## config.mk

```make
export PLATFORM = sky130hd
export DESIGN_NAME = tune_sequencer
export DESIGN_NICKNAME = d
export VERILOG_FILES = /design/src/rtl/tune_sequencer.sv
export SDC_FILE = /design/constraint.sdc
export NUM_CORES = 1
export LEC_CHECK = 0
export CAP_MARGIN = 0
export CORE_MARGIN = 4
export CORE_UTILIZATION = 39
export CTS_CLUSTER_DIAMETER = 50
export CTS_CLUSTER_SIZE = 14
export DETAILED_ROUTE_END_ITERATION = 8
export HOLD_SLACK_MARGIN = 0.15
export PLACE_DENSITY_LB_ADDON = 0.3
export SLEW_MARGIN = 20
export SYNTH_ARGS = -nofsm -noshare
export SYNTH_HDL_FRONTEND = slang
export SYNTH_SLANG_ARGS = --single-unit
```

## constraint.sdc

```tcl
create_clock -name clk -period 4.48 [get_ports clk]
set_input_delay 0.448 -clock clk [delete_from_list [all_inputs] [get_ports clk]]
set_output_delay 0.448 -clock clk [all_outputs]
set_load 0.02 [all_outputs]
```

## src/rtl/tune_sequencer.sv

```systemverilog
// Plays a fixed 16-entry tune into the piano: each entry sounds for its beat count, then a short forced hush.
// Start/stop come from debounced pulses; the loop level decides wrap versus finish after entry 15.
`timescale 1ns/1ps
module tune_sequencer #(
  parameter int TICKS_PER_BEAT = 25_000_000,
  parameter int GAP_TICKS      = 1_000_000
) (
  input  logic       clk,
  input  logic       rst,
  input  logic       play,
  input  logic       stop,
  input  logic       loop,
  output logic [3:0] note,
  output logic       hush,
  output logic       busy,
  output logic [3:0] idx
);

  localparam int MAX_TICKS = (TICKS_PER_BEAT > GAP_TICKS) ? TICKS_PER_BEAT : GAP_TICKS;
  localparam int TW        = (MAX_TICKS > 1) ? $clog2(MAX_TICKS) : 1;
  localparam logic [TW-1:0] BEAT_LAST = TW'(TICKS_PER_BEAT - 1);
  localparam logic [TW-1:0] GAP_LAST  = TW'(GAP_TICKS - 1);

  typedef enum logic [1:0] {
    S_IDLE  = 2'd0,
    S_SOUND = 2'd1,
    S_GAP   = 2'd2
  } state_t;

  state_t        state_q, state_d;
  logic [3:0]    idx_q, idx_d;
  logic [TW-1:0] tick_q, tick_d;
  logic [2:0]    beat_q, beat_d;
  logic [3:0]    note_q, note_d;
  logic          hush_q, hush_d;
  logic          busy_q, busy_d;
  logic          sound_end_s;
  logic          gap_end_s;

  function automatic logic [2:0] entry_beats(input logic [3:0] i);
    return {1'b0, i[1:0]} + 3'd1;
  endfunction

  // Entries 7 and 15 are rests: the only indices whose low three bits are all ones.
  function automatic logic entry_rest(input logic [3:0] i);
    return (i[2:0] == 3'b111);
  endfunction

  assign sound_end_s = (tick_q == BEAT_LAST) && ((beat_q + 3'd1) == entry_beats(idx_q));
  assign gap_end_s   = (tick_q == GAP_LAST);

  // State, index and counter registers.
  always_ff @(posedge clk or posedge rst) begin
    if (rst) begin
      state_q <= S_IDLE;
      idx_q   <= 4'd0;
      tick_q  <= '0;
      beat_q  <= 3'd0;
      note_q  <= 4'd0;
      hush_q  <= 1'b1;
      busy_q  <= 1'b0;
    end else begin
      state_q <= state_d;
      idx_q   <= idx_d;
      tick_q  <= tick_d;
      beat_q  <= beat_d;
      note_q  <= note_d;
      hush_q  <= hush_d;
      busy_q  <= busy_d;
    end
  end

  // Next state, index and counters; stop overrides everything.
  always_comb begin
    state_d = state_q;
    idx_d   = idx_q;
    tick_d  = '0;
    beat_d  = 3'd0;
    if (stop) begin
      state_d = S_IDLE;
      idx_d   = 4'd0;
    end else begin
      case (state_q)
        S_IDLE: begin
          idx_d = 4'd0;
          if (play) begin
            state_d = S_SOUND;
          end else begin
            state_d = S_IDLE;
          end
        end
        S_SOUND: begin
          if (sound_end_s) begin
            state_d = S_GAP;
          end else if (tick_q == BEAT_LAST) begin
            beat_d = beat_q + 3'd1;
          end else begin
            tick_d = tick_q + TW'(1);
            beat_d = beat_q;
          end
        end
        S_GAP: begin
          if (!gap_end_s) begin
            tick_d = tick_q + TW'(1);
          end else if (idx_q != 4'd15) begin
            state_d = S_SOUND;
            idx_d   = idx_q + 4'd1;
          end else if (loop) begin
            state_d = S_SOUND;
            idx_d   = 4'd0;
          end else begin
            state_d = S_IDLE;
            idx_d   = 4'd0;
          end
        end
        default: begin
          state_d = S_IDLE;
          idx_d   = 4'd0;
        end
      endcase
    end
  end

  // Output values are derived from the upcoming state so they change on the same edge as it.
  always_comb begin
    note_d = 4'd0;
    hush_d = 1'b1;
    busy_d = 1'b0;
    case (state_d)
      S_IDLE: begin
        note_d = 4'd0;
        hush_d = 1'b1;
        busy_d = 1'b0;
      end
      S_SOUND: begin
        note_d = idx_d;
        hush_d = entry_rest(idx_d);
        busy_d = 1'b1;
      end
      S_GAP: begin
        note_d = note_q;
        hush_d = 1'b1;
        busy_d = 1'b1;
      end
      default: begin
        note_d = 4'd0;
        hush_d = 1'b1;
        busy_d = 1'b0;
      end
    endcase
  end

  assign note = note_q;
  assign hush = hush_q;
  assign busy = busy_q;
  assign idx  = idx_q;

endmodule

```

=== Word-level counts from Yosys, hierarchy flattened ===
Index checks and enable logic that the tools add are counted.
Widths: inputs -> output; s select.

* Output and inout bits: 10
* Flip-flop bits (word level): 40
* Logic and storage cells: 47
* Input bits: 5

* $add $sub $neg: 4
* Reductions and logical operators: 3
* Equality and inequality tests: 10
* Muxes and demuxes: 23

{| class="wikitable"
|+ Operators by type and width
! kind !! count
|-
| $mux 25 || 4
|-
| $pmux 25 s2 || 1
|-
| $add 25x1->25 const B || 1
|-
| $eq 25x20->1 const B || 1
|-
| $eq 25x25->1 const B || 1
|-
| $pmux 4 s2 || 2
|-
| $mux 3 || 4
|-
| $mux 4 || 3
|-
| $ne 4x4->1 const B || 2
|-
| $mux 2 || 3
|-
| $pmux 2 s3 || 1
|-
| $mux 1 || 5
|-
| $add 4x1->4 const B || 1
|-
| $eq 2x1->1 const B || 2
|-
| $eq 2x2->1 const B || 2
|-
| $add 2x1->3 const B || 1
|-
| $add 3x1->3 const B || 1
|-
| $eq 3x3->1 || 1
|-
| $eq 3x3->1 const B || 1
|-
| $logic_not 2->1 || 1
|-
| $reduce_or 2->1 || 1
|-
| $logic_and 1x1->1 || 1
|}

=== Depth between registers and ports, before layout ===
Gate-level depths: netlist of run 1.

* Depth in word-level cells: 9
* Gate-level depth with buffers: 9
* Mapped depth without buffers: 9

=== Least setup slack after synthesis of run 1 ===
Ideal clock, no wire load.

* Kind: reg-to-reg
* From: register tick_q[9]
* To: register note_q[1], in the netlist note[1]
* Clock period less this slack: 2.739 ns
* Required time: 4.354 ns
* Stages on the path, launching flop included: 9
* Path buffers: 0
* Setup slack: 1.741 ns
* Setup time: 0.126 ns
* Data arrival time: 2.613 ns
* Path through: dfrtp_1 or3b_1 or4_4 or4_2 nand3_1 a311o_1 ha_1 nand2b_1 o21ai_0

* Cells in the longest elaborated chain, start to end: 7
* Elaborated cells on any way between the ends: 13
* Those cells by class: 4 x eq/ne; 8 x mux; 1 x reduce/logical

{| class="wikitable"
|+ Ends and longest elaborated chain
! item !! line !! text
|-
| start: declaration || 32 || <nowiki>logic [TW-1:0] tick_q, tick_d;</nowiki>
|-
| start signal: assignment || 65 || <nowiki>tick_q <= tick_d;</nowiki>
|-
| $eq 25x25->1 || 49 || <nowiki>assign sound_end_s = (tick_q == BEAT_LAST) && ((beat_q + 3'd1) == entry_beats(idx_q));</nowiki>
|-
| $logic_and 1x1->1 || 49 ||
|-
| $mux 2 || 93 || <nowiki>if (sound_end_s) begin</nowiki>
|-
| $pmux 2 s3 || 83 || <nowiki>case (state_q)</nowiki>
|-
| $mux 2 || 79 || <nowiki>if (stop) begin</nowiki>
|-
| $eq 2x2->1 / $eq 2x1->1 (equally long branches) || 129 || <nowiki>case (state_d)</nowiki>
|-
| $pmux 4 s2 || 129 ||
|-
| end signal: assignment || 67 || <nowiki>note_q <= note_d;</nowiki>
|-
| end: declaration || 34 || <nowiki>logic [3:0] note_q, note_d;</nowiki>
|}

Parallel ways exist; a longest one is shown, timed or not.
A chain may end at the register's enable or synchronous reset.

=== Final worst setup path of run 1 ===
Ends and elaborated chain as after synthesis.

==> run summary, run 1 <==
Ys async rst share = 1.00
Die H = 82.6 um
Row Count = 26
Tmin final = 2.96 ns
Hold Slack = 0.497 ns
Crit path to = note[1]
Top cell type's share of synthesized area = 0.450
Synth Register Bits = 40
CP Launch Type = register
R2r setup slk = 1.52 ns
Gpl congestion = 0.781
Max_cap viols = 0
Crit path launch = tick_q[9]
Worst path arrival time = 3.13 ns
Final cell count without fillers = 313
First-pass GRT wire length = 7560 um
Fmax = 338 MHz
Area of the multi-input gates = 1090 um^2
P&R area growth vs syn = 14.7%
Total setup buffers inserted after CTS = 0
Hold_buf cts = 0
DRT Wirelength = 4190 um
Pwr dens = 288 nW/um^2
Synth area leaders = dfrtp_1 45%, nor2_1 5.4%, xnor2_1 5.3%
Initial Util = 0.414
Initial drt markers = 91
Die Area = 6820 um^2
Crit. End Element = register
Initial antenna violation count = 0
Post-synth top area cell = dfrtp_1
WP data required = 4.65 ns
Sequential share of the synthesized area = 0.462
Final #Nets = 256
CTS tree = yes
DRC = 0
Clock-pin slew on the worst setup and hold paths = 0.08 ns
Final Max Tran Viols = 0
Synth top cells by count = 39 x dfrtp_1, 31 x nor2_1, 25 x nand2_1
Slew HR = 0.587
RSZ-0062 raised after global routing = no
Total grt overflow = 0
Number of synthesized flops with an enable pin = 0
Worst Clk Skew = 0.00985 ns
I/O pin count = 15
Post-Synthesis Cells = 225
Reg2reg end = note[1]
Worst Max-Slew Pin Slew = 0.613 ns
CTS buffer count = 5
Via count = 1650
Setup tns final = 0 ns
Worst vdd ir = 0.183 mV
Hpwl dp = 2980 um
Share of post-route cells with drive strength above 1 = 0.0700
Syn. warnings = 0
Placed Cells = 305
Post-Syn Area = 2170 um^2
Setup violations, final = 0
Pre-antenna DRT Iters = 4
R2R depth = 8
Core area = 5240 um^2
Dominant synthesized flop cell = dfrtp_1
FF/Latch Area = 1000 um^2
Via/cell ratio = 5.27
Root buffer cell = clkbuf_8
CTS resizes = 0
Port bufs = 14
Worst Hold Class = reg -> reg
DRT antenna net count = 0
Pleak = 1.01 nW
ANT cells = 0
FILL cells = 513
Reg2Reg Launch Point = tick_q[9]
Largest net degree at the start of global routing = 41
Distinct cells, synth = 43
Total track usage = 0.142
H-tree levels = 2
Die X-Extent = 82.6 um
Vias in the first global route = 1625
Sink Count = 40
Status = finished clean
Worst-path maximum fanout = 7
Crit path kind = reg -> reg
Syn avg cell area = 9.64 um^2
Final Cycle Share = 0.661
Most frequent cell after synthesis = dfrtp_1
Drt wl/cell = 13.4 um
Skew-Pair Late Insertion Delay = 0.29 ns
Mapped Nets = 239
Final hold violations = 0
CTS Buffer Depth = 2
-- flip-flops by register name, indices dropped and copies added, names as in the netlist --
name	cells
tick_q	25
hush	1
state_q	2
idx	4
note	4
busy	1
beat_q	3
-- layout by cell type (no fill, tap or decap), types with 2 or more instances in the layout --
cell type	n
or3_1	3
ha_1	9
and4_1	2
xnor2_1	13
xor2_1	12
a21o_1	2
clkdlybuf4s50_1	14
inv_1	9
nand2_1	25
nand2b_1	3
nand3_1	16
and3_1	5
o31ai_1	3
nor4b_1	2
nand4_1	6
clkbuf_8	7
o21ai_0	5
dfrtp_1	39
nor2_1	31
nor3_1	6
nor4_1	4
a21oi_1	5
-- logic make-up (layout without fill, tap and decap cells) --
group | Yosys count | count (layout) | synth area share
buffers and inverters | 14 | 32 | 0.0352
flip-flops | 40 | 40 | 0.462
XOR/XNOR | 26 | 26 | 0.111
AND/OR/NAND/NOR | 111 | 111 | 0.257
AO/OA/AOI/OAI | 24 | 24 | 0.0773
multiplexers | 1 | 1 | 0.00519
adder cells (fa/ha/maj) | 9 | 9 | 0.0519
-- where the power goes --
part	internal (mW)	switching (mW)	total (mW)
sequential	0.363	0.00116	0.364
combinational	0.0104	0.0184	0.0288
clock	0.197	0.126	0.322
-- metrics by stage --
step                cell area, um^2   util  worst slack [ns]  power (mW)
floorplan                      2170      -              1.74       0.389
detailed placement             2360  0.451              1.55       0.401
global route                   2490  0.475              1.31       0.742
CTS                            2490  0.475              1.55       0.723
finish                         2490  0.475              1.52       0.715
global placement               2360  0.451              1.62       0.401
-- layout make-up --
type                       instances  area share
clock buffer                       7      0.0387
clock inverter                     1      0.0121
inverter                           9      0.0136
multi-input combinational        171       0.438
sequential                        40       0.403
tap                               70      0.0352
timing repair buffer              15      0.0594
-- critical path, cell delays in order, from the launching register on --
cell	delay, ns
dfrtp_1	0.43
or3b_1	0.38
or4_4	0.50
or4_2	0.69
nand3_1	0.14
a311o_1	0.18
ha_1	0.28
nand2b_1	0.16
o21ai_0	0.08
-- how the worst min path moves through the flow --
stage                          from  slack [ns]   endpoint  depth (start not counted)
after floorplan           tick_q[0]        0.47  tick_q[0]                          1
after global placement      note[0]        0.48    note[0]                          2
after detailed placement    note[0]        0.48    note[0]                          2
after CTS                   note[0]        0.50    note[0]                          2
after global routing        note[2]        0.53    note[2]                          2
final                       note[0]        0.50    note[0]                          2
-- routing by layer --
metal  routed length (um)  track usage  vias up
met5                    0            0        -
met4                   36       0.0376        0
met3                  170       0.0315        5
met2                 1890        0.225       39
met1                 2090        0.197      788
li1                     -            -      818
Power figures use the tool's default switching activity.
==> run 2, diff against run 1 <==
==> constraint.sdc (replaced) <==
create_clock -name clk -period 3.05 [get_ports clk]
set_input_delay 0.305 -clock clk [delete_from_list [all_inputs] [get_ports clk]]
set_output_delay 0.305 -clock clk [all_outputs]
set_load 0.02 [all_outputs]
==> run 2 against run 1 <==
  * Clock skew decreased by 0.0063 ns
  * Die area unchanged
  * Core utilization increased by 0.14 points
  * Non-clock buffer count increased by 3
  * Cell area increased by 0.30%
  * Global-route usage increased by 1.2 points
  * Register-to-register slack got worse by 1.3 ns
  * Setup slack got worse by 1.3 ns
  * First-iteration DRC count increased by 16%
  * Critical path type unchanged
  * Largest cell class unchanged
  * Highest routed layer unchanged
==> run summary, run 2 (synthesis results as in run 1) <==
Status = finished clean
First-pass GRT wire length = 8140 um (+7.8%)
Crit path buf inv count = 1 (+1)
CTS tree = yes
Max FFs per register = 25 (unchanged)
Die X-Extent = 82.6 um (unchanged)
Share of post-route cells with drive strength above 1 = 0.0935 (+0.0235)
Die Area = 6820 um^2 (unchanged)
CTS buffer count = 5 (unchanged)
Drt wl/cell = 13.8 um (+3.0%)
Skew-Pair Late Insertion Delay = 0.29 ns (about the same)
Place WS = 0.191 ns (-1.36 ns)
Slew HR = 0.594 (+0.00644)
Pwr dens = 379 nW/um^2 (+32%)
Vias in the first global route = 1769 (+8.9%)
H-tree levels = 2 (unchanged)
Final Max Tran Viols = 0 (unchanged)
Worst Hold Class = in -> async
Total setup buffers inserted after CTS = 0 (unchanged)
Worst vdd ir = 0.192 mV (+5.2%)
Crit path launch = tick_q[9]
Via/cell ratio = 5.25 (-0.47%)
R2R depth = 9 (+1)
Total track usage = 0.154 (+0.0123)
Worst path arrival time = 3.06 ns (-0.07 ns)
Tmin final = 2.86 ns (-0.0977 ns)
FILL cells = 508 (-0.97%)
WP data required = 3.24 ns (-1.41 ns)
Pre-antenna DRT Iters = 4 (unchanged)
Fmax = 349 MHz (+3.4%)
Pwr Total = 0.946 mW (+32%)
Reg2Reg Launch Point = tick_q[9]
Pleak = 1.00 nW (-0.80%)
Total grt overflow = 0 (unchanged)
Root buffer cell = clkbuf_8
R2r setup slk = 0.19 ns (-1.33 ns)
Worst Max-Slew Pin Slew = 0.604 ns (-0.00956 ns)
Hold Slack = 0.432 ns (-0.0644 ns)
Via count = 1658 (+0.48%)
Fin worst setup slack = 0.188 ns (-1.33 ns)
Most frequent cells in the layout = 39 x dfrtp_1, 31 x nor2_1, 25 x nand2_1
Delay-heaviest family, CP = simple AND/OR/NAND/NOR gates
Commonest non-fill, non-tap cell in the layout = dfrtp_1
Crit path kind = reg -> reg
DRT antenna net count = 0 (unchanged)
Final #Nets = 259 (+1.2%)
Worst Clk Skew = 0.00356 ns (-0.00629 ns)
Final hold violations = 0 (unchanged)
Setup violations, final = 0 (unchanged)
CTS Buffer Depth = 2 (unchanged)
Initial antenna violation count = 0 (unchanged)
Largest net degree at the start of global routing = 41 (unchanged)
Cell Chain, Critical Path = or3b_1 -> or4_4 -> or4_2 -> nand3_1 -> a311o_1 -> ha_2 -> buf_4 -> nand2_1 -> o31ai_1
Reg2reg end = note[3]
Final Cycle Share = 0.938 (+0.278)
Largest Register = tick_q
Delay of the slowest critical-path stage = 0.68 ns (about the same)
Crit. End Element = register
Hpwl dp = 3160 um (+6.0%)
CP Launch Type = register
Max_cap viols = 0 (unchanged)
P&R area growth vs syn = 15.1%
RSZ-0062 raised after global routing = no
Port bufs = 14 (unchanged)
Initial drt markers = 106 (+16%)
Row Count = 26 (unchanged)
Worst-path maximum fanout = 5 (-2)
CP max stage cell = or4_2
Initial Util = 0.414 (unchanged)
I/O pin count = 15 (unchanged)
DRC = 0 (unchanged)
Die H = 82.6 um (unchanged)
Sink Count = 40 (unchanged)
Gpl congestion = 0.857 (+9.9%)
ANT cells = 0 (unchanged)
DRT Wirelength = 4350 um (+4.0%)
Clock-pin slew on the worst setup and hold paths = 0.08 ns (about the same)
Core area = 5240 um^2 (unchanged)
Post-Route Utilization = 0.476 (+0.00143)
Setup tns final = 0 ns (unchanged)
## run 2: changes by cell type in the layout (fill, tap and decap cells not counted), moves of 2 or more
cell / previous run / this run
ha_1: 9 / 7
buf_4: 1 / 4
nor4_1: 4 / 2
nor4_2: 0 / 2
ha_2: 0 / 2
## run 2: tightest hold or removal path, cell delays in order
cell	delay, ns
clkdlybuf4s50_1	0.40
inv_1	0.05
buf_4	0.42
## run 2: timing repair
action / CTS / global route
hold buffers: 0 / 0
gates resized for setup: 0 / 4
endpoints found under the setup margin: 0 / 4
## run 2: layer usage
metal,global-route usage,part of all wire
met3,0.0380,0.033
met4,0.0441,0.015
met5,0,0
met1,0.204,0.49
met2,0.251,0.46
## run 2: how the worst max path moves through the flow
stage,to,slack (ns),depth (start not counted)
after global placement,note[0],0.25,9
after floorplan,note[1],0.31,8
after global routing,note[3],0.02,9
final,note[3],0.19,9
after CTS,note[1],0.16,8
after detailed placement,note[3],0.19,9
## run 2: area by class of cell
class                   instances  area (um^2)  area share
clock buffers                   7         86.3      0.0346
flip-flops and latches         40         1000       0.402
clock inverters                 1         7.51     0.00301
multi-input cells             171         1110       0.444
well taps                      70         87.6      0.0351
inverters                       9         33.8      0.0135
repair buffers                 18          170      0.0682
## run 2: power by group
part           leakage [nW]  internal [mW]  switching (mW)
clock network        0.0445          0.184           0.185
logic                 0.402         0.0153          0.0268
registers             0.554          0.533         0.00189
total                  1.00          0.732           0.213
## run 2: stage by stage
step,area (um^2),cells
after floorplan,2170,225
after global placement,2380,308
after detailed placement,2380,308
after CTS,2480,316
after global routing,2490,316
final,2490,316
